==> src/rtl/pcs_10g_tx_gearbox_param.sv <==
// pcs_10g_tx_gearbox_param: 66b scrambled blocks to OUT_W-bit SERDES words, header inline or on a side port
module pcs_10g_tx_gearbox_param #(
  parameter int OUT_W      = 32,
  parameter bit INLINE_HDR = 1'b1
) (
  input  logic             clk,
  input  logic             rst_n,
  input  logic [65:0]      tx_block,
  input  logic             tx_block_valid,
  output logic             tx_block_ready,
  output logic [OUT_W-1:0] tx_data,
  output logic             tx_data_valid,
  input  logic             tx_data_ready,
  output logic [1:0]       tx_header,
  output logic             tx_header_valid,
  output logic             tx_underrun
);
  localparam int BLK_W = INLINE_HDR ? 66 : 64;
  localparam int BUF_W = BLK_W + OUT_W;
  localparam int CW    = $clog2(BUF_W + 1);
  localparam int WPB   = 64 / OUT_W;
  localparam logic [CW-1:0] OW   = CW'(OUT_W);
  localparam logic [CW-1:0] BK   = CW'(BLK_W);
  localparam logic [1:0]    LAST = 2'(WPB - 1);
  logic [BUF_W-1:0] shreg, stream, nbuf;
  logic [CW-1:0]    cnt, sh;
  logic             push, pop, started, hdr_v, rd, wr;
  logic [1:0]       idx, hdr_r, hn, wi;
  logic [1:0]       hq [2];
  assign tx_block_ready  = rst_n && (cnt <= OW);
  assign tx_header       = INLINE_HDR ? 2'b00 : hdr_r;
  assign tx_header_valid = !INLINE_HDR && hdr_v;
  always_comb begin
    push   = tx_block_valid && tx_block_ready;
    pop    = (!tx_data_valid || tx_data_ready) && cnt >= OW;
    stream = INLINE_HDR ? BUF_W'({tx_block[63:0], tx_block[65:64]}) : BUF_W'(tx_block[63:0]);
    sh     = pop ? cnt - OW : cnt;
    nbuf   = (pop ? shreg >> OUT_W : shreg) | (push ? stream << sh : '0);
    rd     = !INLINE_HDR && pop && idx == 2'd0;
    wr     = !INLINE_HDR && push;
    wi     = hn - {1'b0, rd};
  end
  always_ff @(posedge clk) begin
    if (!rst_n) begin
      shreg         <= '0;
      cnt           <= '0;
      tx_data       <= '0;
      tx_data_valid <= 1'b0;
      tx_underrun   <= 1'b0;
      started       <= 1'b0;
      hdr_v         <= 1'b0;
      hdr_r         <= 2'b00;
      idx           <= 2'd0;
      hn            <= 2'd0;
      hq[0]         <= 2'b00;
      hq[1]         <= 2'b00;
    end else begin
      shreg       <= nbuf;
      cnt         <= cnt + (push ? BK : '0) - (pop ? OW : '0);
      tx_underrun <= started && tx_data_ready && !tx_data_valid && cnt < OW;
      if (pop) begin
        tx_data       <= shreg[OUT_W-1:0];
        tx_data_valid <= 1'b1;
        started       <= 1'b1;
        idx           <= idx == LAST ? 2'd0 : idx + 2'd1;
        hdr_v         <= idx == 2'd0;
        if (idx == 2'd0) hdr_r <= hq[0];
      end else if (!tx_data_valid || tx_data_ready) begin
        tx_data_valid <= 1'b0;
        hdr_v         <= 1'b0;
      end
      // the read shift happens first so a same-cycle write lands in the freed slot
      if (rd) hq[0] <= hq[1];
      if (wr) hq[wi[0]] <= tx_block[65:64];
      hn <= hn + {1'b0, wr} - {1'b0, rd};
    end
  end
endmodule

==> config.mk <==
export PLATFORM = sky130hd
export DESIGN_NAME = pcs_10g_tx_gearbox_param
export DESIGN_NICKNAME = d
export VERILOG_FILES = /design/src/rtl/pcs_10g_tx_gearbox_param.sv
export SDC_FILE = /design/constraint.sdc
export NUM_CORES = 1
export LEC_CHECK = 0
export BUFFER_PORTS_ARGS = -buffer_cell sky130_fd_sc_hd__buf_2
export CELL_PAD_IN_SITES_DETAIL_PLACEMENT = 1
export CELL_PAD_IN_SITES_GLOBAL_PLACEMENT = 1
export CORE_MARGIN = 2
export CORE_UTILIZATION = 46
export CTS_CLUSTER_SIZE = 40
export DETAILED_ROUTE_END_ITERATION = 8
export PLACE_DENSITY = 0.8
export SETUP_SLACK_MARGIN = 0.2
export SKIP_CTS_REPAIR_TIMING = 1
export SKIP_LAST_GASP = 1
export SLEW_MARGIN = 20
export SYNTH_ARGS = -nofsm -noshare
export SYNTH_HDL_FRONTEND = slang
export SYNTH_SLANG_ARGS = --single-unit
==> constraint.sdc <==
create_clock -name clk -period 5.5 [get_ports clk]
set_clock_uncertainty 0.1 [all_clocks]
set_input_delay 0.55 -clock clk [delete_from_list [all_inputs] [get_ports clk]]
set_output_delay 0.55 -clock clk [all_outputs]
set_load 0.02 [all_outputs]
Word-level counts from Yosys, hierarchy flattened
Index checks and enable logic that the tools add are counted.
{"block": "word_totals", "reg_bits": 140, "in_bits": 70, "output_inout_bits": 38}
{"block": "classes", "add_sub_neg": 3, "n_lt_le_gt_ge": 3, "shift": 1, "muxes": 7, "n_bitwise": 1, "n_reduce_logical": 9}
{"operator": "two-way mux 98 bit", "n": 2}
{"operator": "OR 98 bit", "n": 1}
{"operator": "<< shifter 66 x 7 -> 98 bit", "n": 1}
{"operator": "two-way mux 7 bit", "n": 2}
{"operator": "adder 7 bit", "n": 1}
{"operator": ">= comparator 7 x 6 -> 1 bit, second input constant", "n": 1}
{"operator": "<= comparator 7 x 6 -> 1 bit, second input constant", "n": 1}
{"operator": "less-than comparator 7 x 6 -> 1 bit, second input constant", "n": 1}
{"operator": "subtractor 7 x 6 -> 7 bit", "n": 1}
{"operator": "subtractor 7 x 6 -> 7 bit, second input constant", "n": 1}
{"operator": "logical AND 1 bit", "n": 6}
{"operator": "two-way mux 6 bit", "n": 1}
{"operator": "two-way mux 1 bit", "n": 2}
{"operator": "nonzero test 2 bit", "n": 1}
{"operator": "zero test 1 bit", "n": 1}
{"operator": "logical OR 1 bit", "n": 1}

Logic depth before layout (Yosys ltp)
Gate-level depths: netlist of run 1.
{"block": "depth", "depth_word": 7, "ltp_mapped": 19, "mapped_depth_nobuf": 14}

Worst setup path before layout of run 1
No wires, ideal clock.
{"block": "synth_timing", "path_kind": "reg-to-reg", "from": "register cnt[2]", "to": "register shreg[68]", "setup_time_ns": 0.128, "t_arrival_ns": 3.734, "setup_slack_ns": 1.538, "stages_incl_launch_ff": 18, "path_buffers": 7, "cell_sequence": "dfxtp_1 buf_4 inv_1 buf_2 clkbuf_1 ha_1 nand4bb_1 o21ai_0 and2_1 inv_1 clkbuf_1 buf_1 ha_1 clkbuf_1 clkbuf_1 mux4_2 nand2_1 o21ai_1"}
{"block": "synth_between", "elab_chain_len": 6, "word_cells_on_any_way": 11}
{"element": "from (decl)", "line_no": "26", "rtl": "logic [CW-1:0] cnt, sh;"}
{"element": "from (signal assigned)", "line_no": "59", "rtl": "cnt <= cnt + (push ? BK : '0) - (pop ? OW : '0);"}
{"element": ">= comparator 7 x 6 -> 1 bit", "line_no": "35", "rtl": "pop = (!tx_data_valid || tx_data_ready) && cnt >= OW;"}
{"element": "logical AND 1 bit", "line_no": "35"}
{"element": "two-way mux 7 bit", "line_no": "37", "rtl": "sh = pop ? cnt - OW : cnt;"}
{"element": "<< shifter 66 x 7 -> 98 bit", "line_no": "38", "rtl": "nbuf = (pop ? shreg >> OUT_W : shreg) | (push ? stream << sh : '0);"}
{"element": "two-way mux 98 bit", "line_no": "38"}
{"element": "OR 98 bit (*)", "line_no": "38"}
{"element": "to (signal assigned)", "line_no": "58", "rtl": "shreg <= nbuf;"}
{"element": "to (decl)", "line_no": "25", "rtl": "logic [BUF_W-1:0] shreg, stream, nbuf;"}
Mark *: on every way between the ends. The rest lies on a longest branch, timed or not.
A chain may end at the register's enable or synchronous reset.

Worst setup path after layout of run 1
{"block": "layout_timing", "from": "register cnt[1]", "to": "register shreg[45]"}
Same word-level chain as after synthesis.

==> results.md, run 1 <==
Outcome:
- The run finished with clean final reports.

Cells and area:
- The final-stage net count is 1335.
- The count of antenna diodes in the layout is 0.
- The fraction of layout cells with a size suffix above 1 is 22.5%.
- From synthesis to final layout, the design area changed by 10.6%.
- Once layout is complete, the cells apart from fillers number 1549.

Drt:
- The via density per instance is 6.51.
- Before antenna repair, the detailed router went through 7 iterations.
- After detailed routing, the average wire length per cell comes to 24.3 um.
- The initial DRC count is 1009.
- After detailed routing, the number of remaining DRC violations is 0.
- Once detail routing completed, the nets flagged for antenna violations numbered 0.
- The total length of routed wires is 37600 um.
- The total number of vias is 10100.

Global routing:
- Global routing used 31.4% of the available tracks.
- The initial antenna violation count is 0.
- The number of global-route vias before repair was 9790.
- The total congestion overflow after global routing is 0.
- The global-route wire length before repair is 59100 um.
- Entering global routing, the biggest net connects 83 pins.

Place:
- Before CTS, the worst setup slack after placement is 1.62 ns.
- Once placement completed, the tool counted placed cells totaling 1517.
- The final HPWL from detailed placement is 27500 um.
- The placer's final routability congestion estimate is 0.983.
- The number of port buffers is 104.

Critical path:
- The worst-path cell with the longest stage delay is dfxtp_4.
- STA classifies the critical path endpoint as a flop.
- Of all nets on the critical path, the largest fanout is 71.
- The worst path arrival time is 4.05 ns.
- The worst setup path is launched from a flop.
- The largest single stage delay on the critical path is 0.80 ns.
- The required time of the critical path is 5.66 ns.
- The class of the most critical setup path is reg2reg.
- Walking the worst path, the cells encountered are nand4bb_1 -> o21ai_0 -> and2_2 -> inv_4 -> buf_4 -> buf_4 -> mux2_2 -> a22oi_1 -> o21ai_0.

STA:
- The final setup violation count is 0.
- The count of final max-slew check failures is 0.
- The final hold violation count came to 0.
- At the pin with the least slew margin, the transition time is 1.18 ns.
- The peak clock frequency supported by timing is 0.257 GHz.
- The hold slack is 0.300 ns.
- The post-layout minimum cycle time is 3.89 ns.
- Setup repair after global routing left no endpoint under its margin.
- The setup slack of the critical path after layout is 1.61 ns.
- In the finished design, the share of the clock period the worst path needs comes to 70.8%.
- In this run the tightest slew margin relative to its limit is 20.8%.
- In the final timing run, aggregate negative setup slack is 0 ns.

Logic synthesis:
- The instance count of the mapped netlist is 1219.
- Summing the sequential cell areas from Yosys gives 27.0% of the chip area.
- Among all flip-flop cells after synthesis, the most frequent one is dfxtp_1.
- The post-synthesis area per instance is 8.46 sq um.
- During synthesis, Yosys emitted a total of 0 warnings.
- The synthesized flop and latch total is 139.
- The fraction of registers with async set or reset after synthesis is 0%.
- The total standard cell area after synthesis is 10300 sq um.
- The number of flops mapped to enable cells by yosys is 0.
- The number of distinct library cell variants in the gate-level netlist after synthesis is 73.

Clocking:
- Clock-pin slew was measured on the worst setup and hold paths at 0.06 ns.
- The tree is rooted in a clkbuf_16.
- The CTS tree is built.
- The number of buffers created by CTS is 17.
- The clock reaches the later pin of the worst-skew pair after 0.43 ns.
- The H-tree was split into 4 levels.
- The clock passes through at most 2 buffers.
- The clock sink total is 139.

Floorplanning:
- The number of placed I/O pins is 108.
- The full die area is 23600 sq um.
- The floorplan die width is 154 um.
- The floorplan step set the die height to 154 um.
- The number of standard-cell rows in the floorplan is 54.
- The core region is 21900 sq um.
- The initial cell density of the core is 47.1%.

Flow run:
- The number of violations of the max-capacitance limit is 0.

Pwr:
- The cell leakage power is 4.31 nW.
- For this design the ratio of total power to cell area is 650 nW/um^2.
- Across the VDD grid, the largest voltage drop is 421 uV.

Hold path:
- The class of the tightest hold or removal check is in2reg.
[metal layers]
layer	routed length, um	GRT usage [%]	vias to the layer above
met5	0	0	-
met4	837	8.26	0
met3	3140	5.83	68
met2	16600	48.1	484
met1	17000	45.5	4973
li1	-	-	4559
[cells in the final DEF (no fill, tap or decap), types with 19 or more instances in the layout]
cell and n:
nor2_1 105, mux4_2 55, mux2_2 56, mux2i_1 100, o22a_1 19, a31oi_1 32
a21oi_1 76, buf_2 104, nand2_1 252, dfxtp_1 135, o21ai_0 33
[where the power goes]
part | internal, mW | leakage, nW | switching [mW]
sequential | 1.33 | 1.13 | 0.292
clock | 0.722 | 0.294 | 0.461
combinational | 1.64 | 2.88 | 2.98
[worst paths after layout]
check | start | endpoint | slack [ns] | cells past startpoint
worst min-delay path | tx_data_ready | tx_underrun$_SDFF_PN0_ | 0.30 | 3
worst max register to register | cnt[1]$_SDFF_PN0_ | shreg[45]$_SDFF_PN0_ | 1.61 | 9
worst max-delay path | cnt[1]$_SDFF_PN0_ | shreg[45]$_SDFF_PN0_ | 1.61 | 9
worst min register to register | tx_data[0]$_SDFFE_PN0P_ | tx_data[0]$_SDFFE_PN0P_ | 0.35 | 2
[sequential cells by signal, summed over array words and instances (netlist names)]
signal         flops
shreg             98
tx_data           32
tx_data_valid      1
tx_underrun        1
started            1
cnt                6
[final cells by class]
| class | count | area [sq um] |
|---|---|---|
| Fill cell | 2706 | 10500 |
| Multi-Input combinational cell | 960 | 6930 |
| Sequential cell | 139 | 2800 |
| Timing Repair Buffer | 122 | 656 |
| Clock buffer | 20 | 478 |
| Tap cell | 280 | 350 |
| Clock inverter | 12 | 136 |
| Inverter | 16 | 63.8 |
[metrics by stage]
| stage | power [mW] | area [sq um] | util, % |
|---|---|---|---|
| 3_3_place_gp | 5.98 | 10800 | 49.3 |
| 3_5_place_dp | 6.08 | 10800 | 49.3 |
| 2_1_floorplan | 4.82 | 10300 | - |
| 4_1_cts | 7.29 | 11400 | 52.1 |
| 6_report | 7.42 | 11400 | 52.1 |
| 5_1_grt | 7.82 | 11400 | 52.1 |
[logic make-up after synthesis]
kind of cell,Yosys count,share of synthesized area [%]
buf+inv,122,5.90
fa+ha+maj,9,1.17
flops,139,27.0
compound gates,303,20.0
other cells,1,0.0364
mux,213,28.4
xor+xnor,4,0.340
simple gates,428,17.2
[Yosys cell counts, drive strengths merged (3+ instances only)]
library cell / instances / area, sq um
mux2: 56 / 631
a2bb2oi: 5 / 50.0
o221ai: 17 / 149
nor2: 106 / 400
nand2: 252 / 946
a221o: 5 / 50.1
nand2b: 6 / 37.5
mux2i: 100 / 1000
or3: 4 / 25.0
buf: 53 / 349
o2bb2ai: 7 / 61.3
and3: 5 / 31.3
a32oi: 5 / 43.8
a222oi: 5 / 50.1
a211oi: 6 / 45.0
nand3: 12 / 60.1
ha: 8 / 100
mux4: 57 / 1290
clkbuf: 53 / 199
o21a: 6 / 45.0
o31a: 3 / 26.3
inv: 14 / 52.6
nor3: 14 / 80.1
nor4: 4 / 25.0
a22o: 5 / 43.8
o32ai: 3 / 26.3
a221oi: 4 / 35.0
dfxtp: 139 / 2780
a22oi: 17 / 128
o21ai: 52 / 268
a21o: 4 / 30.0
a31oi: 32 / 200
a21oi: 76 / 380
o22ai: 13 / 93.8
and2: 9 / 56.3
o211ai: 7 / 52.6
o22a: 19 / 166
nor2b: 8 / 50.1
[worst max-delay path, delay by kind of cell (launching register included)]
kind                   cells  cell delay (ns)
AOI/OAI and AO/OA          3             0.44
DFF                        1             0.80
buffers and inverters      3             1.35
muxes                      1             0.41
and+or+nand+nor            2             0.54
(Power assumes the default switching activity.)
==> inputs of run 2 (changes only) <==
clock period = 4.01 ns   (was 5.5 ns; I/O delays follow)
==> run 2 against run 1 <==
Against the previous run: final cell count about the same; clock power grew 30%; critical path depth increased by 3; critical endpoint is now shreg[12]$_SDFF_PN0_; utilization is 0.063 points lower.
==> results.md, run 2 (same netlist as run 1, synthesis figures left out) <==
Global routing:
- The global-route wire length before repair is 59200 um (+0.29%).
- The maximum number of pins on one net before global-route repair is 130 (+57%).
- The total congestion overflow after global routing is 0 (unchanged).
- The initial antenna violation count is 1 (+1).
- The number of global-route vias before repair came to 9788 (-0.020%).
- The global router's overall resource usage is 31.5% (+0.11 points).

STA:
- The share of the clock period used by the worst path came to 88.9% (+18 points).
- Setup repair after global routing left no endpoint under its margin.
- The final setup violation count is 0 (unchanged).
- The count of final max-slew check failures was 0 (unchanged).
- The transition time of the tightest slew-check pin was 1.07 ns (-0.114 ns).
- The post-layout minimum cycle time is 3.57 ns (-0.329 ns).
- The worst slew margin relative to its limit came to 28.7% (+7.9 points).
- The final hold violation count is 0 (unchanged).
- The accumulated negative setup slack is 0 ns (unchanged).
- The peak clock frequency supported by timing is 0.280 GHz (+9.2%).

Drt:
- The total length of routed wires was 37700 um (+0.27%).
- The initial DRC count came to 1188 (+18%).
- The average wire per standard cell was 24.3 um (+0.21%).
- The via density per instance was 6.54 (+0.50%).
- The number of nets with antenna violations after detailed routing is 0 (unchanged).
- The number of detailed-route iterations in the first pass was 6 (-1).
- The total number of vias is 10100 (+0.57%).
- The final routed DRC violation total was 0 (unchanged).

Pwr:
- The part of the power in combinational logic is 64.0% (+1.8 points).
- The fraction of power consumed by the clock network was 15.0% (-0.9 points).
- The cell leakage power is 4.31 nW (-0.11%).
- The share of total power consumed by net switching is 50.3% (+0.052 points).
- The worst-case vdd ir drop is 419 uV (-0.32%).
- The net switching component of the power is 5.11 mW (+37%).
- The final total power was 10.2 mW (+37%).
- The power per unit of standard cell area is 892 nW/um^2 (+37%).
- The internal power consumption is 5.05 mW (+37%).
- The fraction of power consumed by sequential logic is 21.0% (-0.8 points).

Cells and area:
- The count of filler cells inserted in the layout is 2654 (-1.9%).
- The count of antenna diodes in the layout was 0 (unchanged).
- The flip-flop and latch area was 2800 sq um (unchanged).
- The largest register by flop count is shreg.
- The area of combinational cells with multiple inputs is 6930 sq um (unchanged).
- In the layout the commonest cells are 252 x nand2_1, 135 x dfxtp_1, 105 x nor2_1.
- The final design utilization is 52.0% (-0.063 points).
- The number of non-filler instances in the completed layout is 1550 (+0.065%).
- The final-stage net count came to 1336 (+0.075%).
- The fraction of layout cells with a size suffix above 1 is 22.4% (-0.096 points).
- The number of flip-flops in the largest register was 98 (unchanged).
- The library cell used most frequently in the layout, excluding fill and tap cells, is nand2_1.
- The area growth from synthesis to layout is 10.5%.
- The largest registers in the layout are shreg: 98 flops, tx_data: 32 flops, cnt: 6 flops.

Critical path:
- The worst-path cell with the longest stage delay is nor2_1.
- The worst path arrival time is 3.78 ns (-0.27 ns).
- Traced cell by cell, the critical path runs through inv_2 -> ha_1 -> nand4bb_1 -> o21ai_0 -> and2_2 -> inv_4 -> ha_1 -> buf_4 -> nand2_1 -> nor2_1 -> nand2_1 -> a31oi_1.
- The delay contributed by the slowest stage of the critical path was 0.59 ns (-0.21 ns).
- The launching element of the worst setup path is cnt[3]$_SDFF_PN0_.
- The class of the most critical setup path is reg2reg.
- The critical path capture point type is a flop.
- STA classifies the critical path startpoint as a flop.
- The minimum setup slack among reg-to-reg paths is 0.44 ns (-1.16 ns).
- The peak fanout along the critical path came to 32 (-55%).
- The largest delay contributor family on the critical path is simple AND/OR/NAND/NOR gates.
- The combined buffer and inverter count along the critical path is 3 (unchanged).
- The startpoint of the most critical register-to-register path is cnt[3]$_SDFF_PN0_.
- The required time of the critical path is 4.23 ns (-1.43 ns).

Floorplanning:
- The initial cell density of the core is 47.1% (unchanged).
- The full die area came to 23600 sq um (unchanged).
- The number of placed I/O pins is 108 (unchanged).
- The number of standard-cell rows in the floorplan came to 54 (unchanged).
- The placeable core area came to 21900 sq um (unchanged).
- The floorplan die width was 154 um (unchanged).
- The die height is 154 um (unchanged).

Place:
- The number of port buffers was 104 (unchanged).
- The count of placed standard cells including taps was 1518 (+0.066%).
- The final HPWL from detailed placement came to 27700 um (+0.81%).
- The placer's final routability congestion estimate came to 0.947 (-3.6%).

Clocking:
- The register clock-pin slew on the reported worst setup and hold paths came to 0.06 ns (about the same).
- The clock sink total is 139 (unchanged).
- The number of buffers on the longest clock path is 2 (unchanged).
- The maximum level of the CTS H-tree was 4 (unchanged).
- The worst-skew pair later-pin latency is 0.41 ns (-0.02 ns).
- The number of buffers created by CTS was 17 (unchanged).
- The tree is rooted in a clkbuf_16.
- The CTS tree is built.

Hold path:
- The class of the tightest hold or removal check is in2reg.
- The startpoint identified for the worst hold timing path is tx_data_ready.

Outcome:
- The run finished with clean final reports.

Flow run:
- The number of violations of the max-capacitance limit is 0 (unchanged).
[run 2: cell types whose count changed in the layout (fill, tap and decap cells not counted)]
cell       delta
buf_12        +2
buf_4         -1
clkbuf_1      +2
clkbuf_16     -1
clkbuf_8      -1
clkinv_2      +4
clkinv_4      -3
inv_6         -1
[run 2: metal layers]
| layer | vias to the layer above | track usage, % | share of wire [%] |
|---|---|---|---|
| li1 | 4577 | - | - |
| met1 | 4955 | 46.6 | 45 |
| met2 | 550 | 48.4 | 44 |
| met3 | 57 | 4.40 | 9.1 |
| met4 | 2 | 7.99 | 2.0 |
| met5 | - | 0 | 0.034 |
[run 2: worst paths after layout]
path	end	cells past startpoint
worst max-delay path	shreg[12]$_SDFF_PN0_	12
worst max register to register	shreg[12]$_SDFF_PN0_	12
worst min-delay path	tx_underrun$_SDFF_PN0_	3
worst min register to register	tx_data[16]$_SDFFE_PN0P_	2
[run 2: power by group through the flow]
stage	logic [mW]	registers (mW)	clock network [mW]
2_1_floorplan	4.54	2.07	0
3_3_place_gp	6.16	2.13	0
3_5_place_dp	6.28	2.14	0
4_1_cts	6.33	2.12	1.55
5_1_grt	6.93	2.18	1.61
6_report	6.50	2.13	1.53
[run 2: final cells by class]
class / count / share of cell area (%)
Multi-Input combinational cell: 960 / 60.8
Sequential cell: 139 / 24.5
Timing Repair Buffer: 123 / 6.04
Clock buffer: 20 / 3.92
Tap cell: 280 / 3.08
Clock inverter: 12 / 1.07
Inverter: 16 / 0.560
[run 2: tightest hold or removal path, stage by stage]
cell and delay [ns]:
buf_2 0.11, nand4b_1 0.09, nor2_1 0.04
[run 2: metrics by stage]
step                cell area, sq um  hold WS [ns]  setup WS (ns)
finish                         11400         0.167          0.445
global route                   11400         0.200          0.270
CTS                            11400         0.162          0.578
detailed placement             10800         0.344          0.616
global placement               10800         0.340          0.755
floorplan                      10300         0.327          0.202
==> inputs of run 3 (changes only) <==
BUFFER_PORTS_ARGS = default   (was -buffer_cell sky130_fd_sc_hd__buf_2)
CORE_ASPECT_RATIO = 1.1   (was default)
CORE_UTILIZATION = 49   (was 46)
DONT_BUFFER_PORTS = 1   (was default)
PLACE_DENSITY = 0.79   (was 0.8)
==> run 3 against run 2 <==
Against the previous run: final area fell by 4.9%; first-iteration DRC count shrank 22%; maximum frequency up 1.2%; critical endpoint is now shreg[67]$_SDFF_PN0_; largest power group unchanged.
==> results.md, run 3 (same netlist as run 1, synthesis figures left out) <==
Drt:
- The number of nets with antenna violations after detailed routing is 0 (unchanged).
- The final routed DRC violation total was 0 (unchanged).
- The total length of routed wires is 35700 um (-5.2%).
- The average wire per standard cell was 25.1 um (+3.2%).
- The via density per instance was 6.73 (+2.9%).
- The initial DRC count is 928 (-22%).
- The total number of vias is 9586 (-5.5%).
- The number of detailed-route iterations in the first pass is 7 (+1).

Critical path:
- STA classifies the critical path endpoint as a flop.
- The startpoint identified for the worst register-to-register timing path is cnt[2]$_SDFF_PN0_.
- The class of the most critical setup path is reg2reg.
- The worst path arrival time is 3.75 ns (-0.03 ns).
- The type of element launching the critical path is a flop.
- The required time of the critical path is 4.24 ns (about the same).
- The most critical setup path has its startpoint at cnt[2]$_SDFF_PN0_.
- The peak fanout along the critical path is 40 (+25%).

STA:
- The setup slack of the critical path after layout is 0.488 ns (+0.0435 ns).
- The final setup violation count is 0 (unchanged).
- The post-layout minimum cycle time is 3.52 ns (-0.0435 ns).
- The share of the clock period used by the worst path is 87.8% (-1.1 points).
- The final hold violation count is 0 (unchanged).
- The accumulated negative setup slack is 0 ns (unchanged).
- The transition time of the tightest slew-check pin is 1.02 ns (-0.0467 ns).
- The worst slew margin relative to its limit is 31.7% (+3.1 points).
- Setup repair after global routing left no endpoint under its margin.
- The peak clock frequency supported by timing is 0.284 GHz (+1.2%).
- The count of final max-slew check failures was 0 (unchanged).

Cells and area:
- The final-stage net count is 1234 (-7.6%).
- The fraction of layout cells with a size suffix above 1 is 15.2% (-7.1 points).
- The final design utilization came to 52.6% (+0.61 points).
- In the layout the commonest cells are 252 x nand2_1, 135 x dfxtp_1, 104 x nor2_1.
- The count of antenna diodes in the layout is 0 (unchanged).
- The largest registers in the layout are shreg: 98 flops, tx_data: 32 flops, cnt: 6 flops.
- Ranked by flip-flop count, first place goes to shreg.
- The number of flip-flops in the largest register came to 98 (unchanged).
- The area growth from synthesis to layout is 5.09%.
- The number of non-filler instances in the completed layout is 1424 (-8.1%).
- Leaving out fill and tap cells, the most frequent cell in the layout is nand2_1.

Clocking:
- The CTS tree is built.
- The number of buffers created by CTS came to 17 (unchanged).
- The clock sink total came to 139 (unchanged).
- The worst-skew pair later-pin latency is 0.43 ns (+0.02 ns).
- The number of buffers on the longest clock path is 2 (unchanged).
- The maximum level of the CTS H-tree is 4 (unchanged).
- The register clock-pin slew on the reported worst setup and hold paths is 0.06 ns (about the same).
- The root buffer cell chosen for the clock tree is clkbuf_16.

Global routing:
- The global-route wire length before repair is 55900 um (-5.5%).
- The global router's overall resource usage came to 32.4% (+0.90 points).
- The total congestion overflow after global routing is 0 (unchanged).
- The initial antenna violation count is 0 (-1).
- The number of global-route vias before repair is 9324 (-4.7%).
- The maximum number of pins on one net before global-route repair is 130 (unchanged).

Floorplanning:
- The floorplan die width came to 142 um (-7.4%).
- The placeable core area is 20600 sq um (-6.0%).
- The number of placed I/O pins is 108 (unchanged).
- The full die area came to 22200 sq um (-6.0%).
- The number of standard-cell rows in the floorplan was 55 (+1.9%).
- The initial cell density of the core is 50.1% (+3.0 points).
- The die height is 156 um (+1.6%).

Hold path:
- The path class of the tightest hold or removal check is in2reg.
- The origin of the worst min-delay path is rst_n.

Place:
- The number of port buffers is 0 (-100%).
- The final HPWL from detailed placement is 26100 um (-5.9%).
- The placer's final routability congestion estimate is 0.913 (-3.7%).
- The count of placed standard cells including taps is 1391 (-8.4%).
- The worst slack at placement came to 0.455 ns (-0.161 ns).

Flow run:
- The number of violations of the max-capacitance limit is 0 (unchanged).

Pwr:
- The worst-case vdd ir drop is 609 uV (+45%).
- The power per unit of standard cell area is 914 nW/um^2 (+2.5%).
- The cell leakage power is 3.82 nW (-11%).

Outcome:
- The run finished with clean final reports.
[run 3: cell types whose count changed in the layout (fill, tap and decap cells not counted), moves of 3 or more]
| cell | before | now |
|---|---|---|
| buf_2 | 104 | 0 |
| clkinv_1 | 2 | 6 |
| clkinv_2 | 7 | 2 |
| clkinvlp_4 | 3 | 6 |
[run 3: power breakdown]
group / switching (mW) / internal (mW)
Clock: 0.607 / 0.841
Sequential: 0.347 / 1.82
Combinational: 4.06 / 2.22
[run 3: path summary, 6_finish.rpt]
path         cells past startpoint                       to  slack, ns
min                              1     shreg[32]$_SDFF_PN0_      0.009
min reg2reg                      2  tx_data[5]$_SDFFE_PN0P_       0.35
max                             12     shreg[67]$_SDFF_PN0_       0.49
max reg2reg                     12     shreg[67]$_SDFF_PN0_       0.49
[run 3: cell type report]
cell class / instances / area [sq um]
clock inverter: 13 / 104
timing repair buffer: 21 / 185
fill: 2422 / 9740
inverter: 16 / 63.8
tap: 256 / 320
sequential: 139 / 2800
multi-input combinational: 960 / 6930
clock buffer: 19 / 433
[run 3: critical path: stages (launching register included)]
cell and delay, ns:
dfxtp_4 0.34, inv_1 0.07, ha_1 0.17, nand4bb_1 0.21, o21ai_0 0.27, and2_2 0.23, inv_4 0.05, ha_1 0.29
buf_4 0.42, nand2_1 0.47, nor2_2 0.46, a211oi_1 0.13, a211oi_1 0.20
[run 3: routing by layer]
layer	track usage, %	up-vias	share of wire, %
met3	6.45	43	8.9
met1	47.8	4704	45
met2	49.5	478	44
met5	0	-	0
li1	-	4361	-
met4	6.22	0	1.6
[run 3: metrics by stage]
step           area [sq um]  total power, mW  hold WS [ns]
2_1_floorplan         10300             6.61         0.327
3_3_place_gp          10300             8.15         0.341
4_1_cts               10800             9.75       -0.0218
3_5_place_dp          10300             8.26         0.349
6_report              10800             9.90       0.00864
5_1_grt               10800             10.4       0.00530
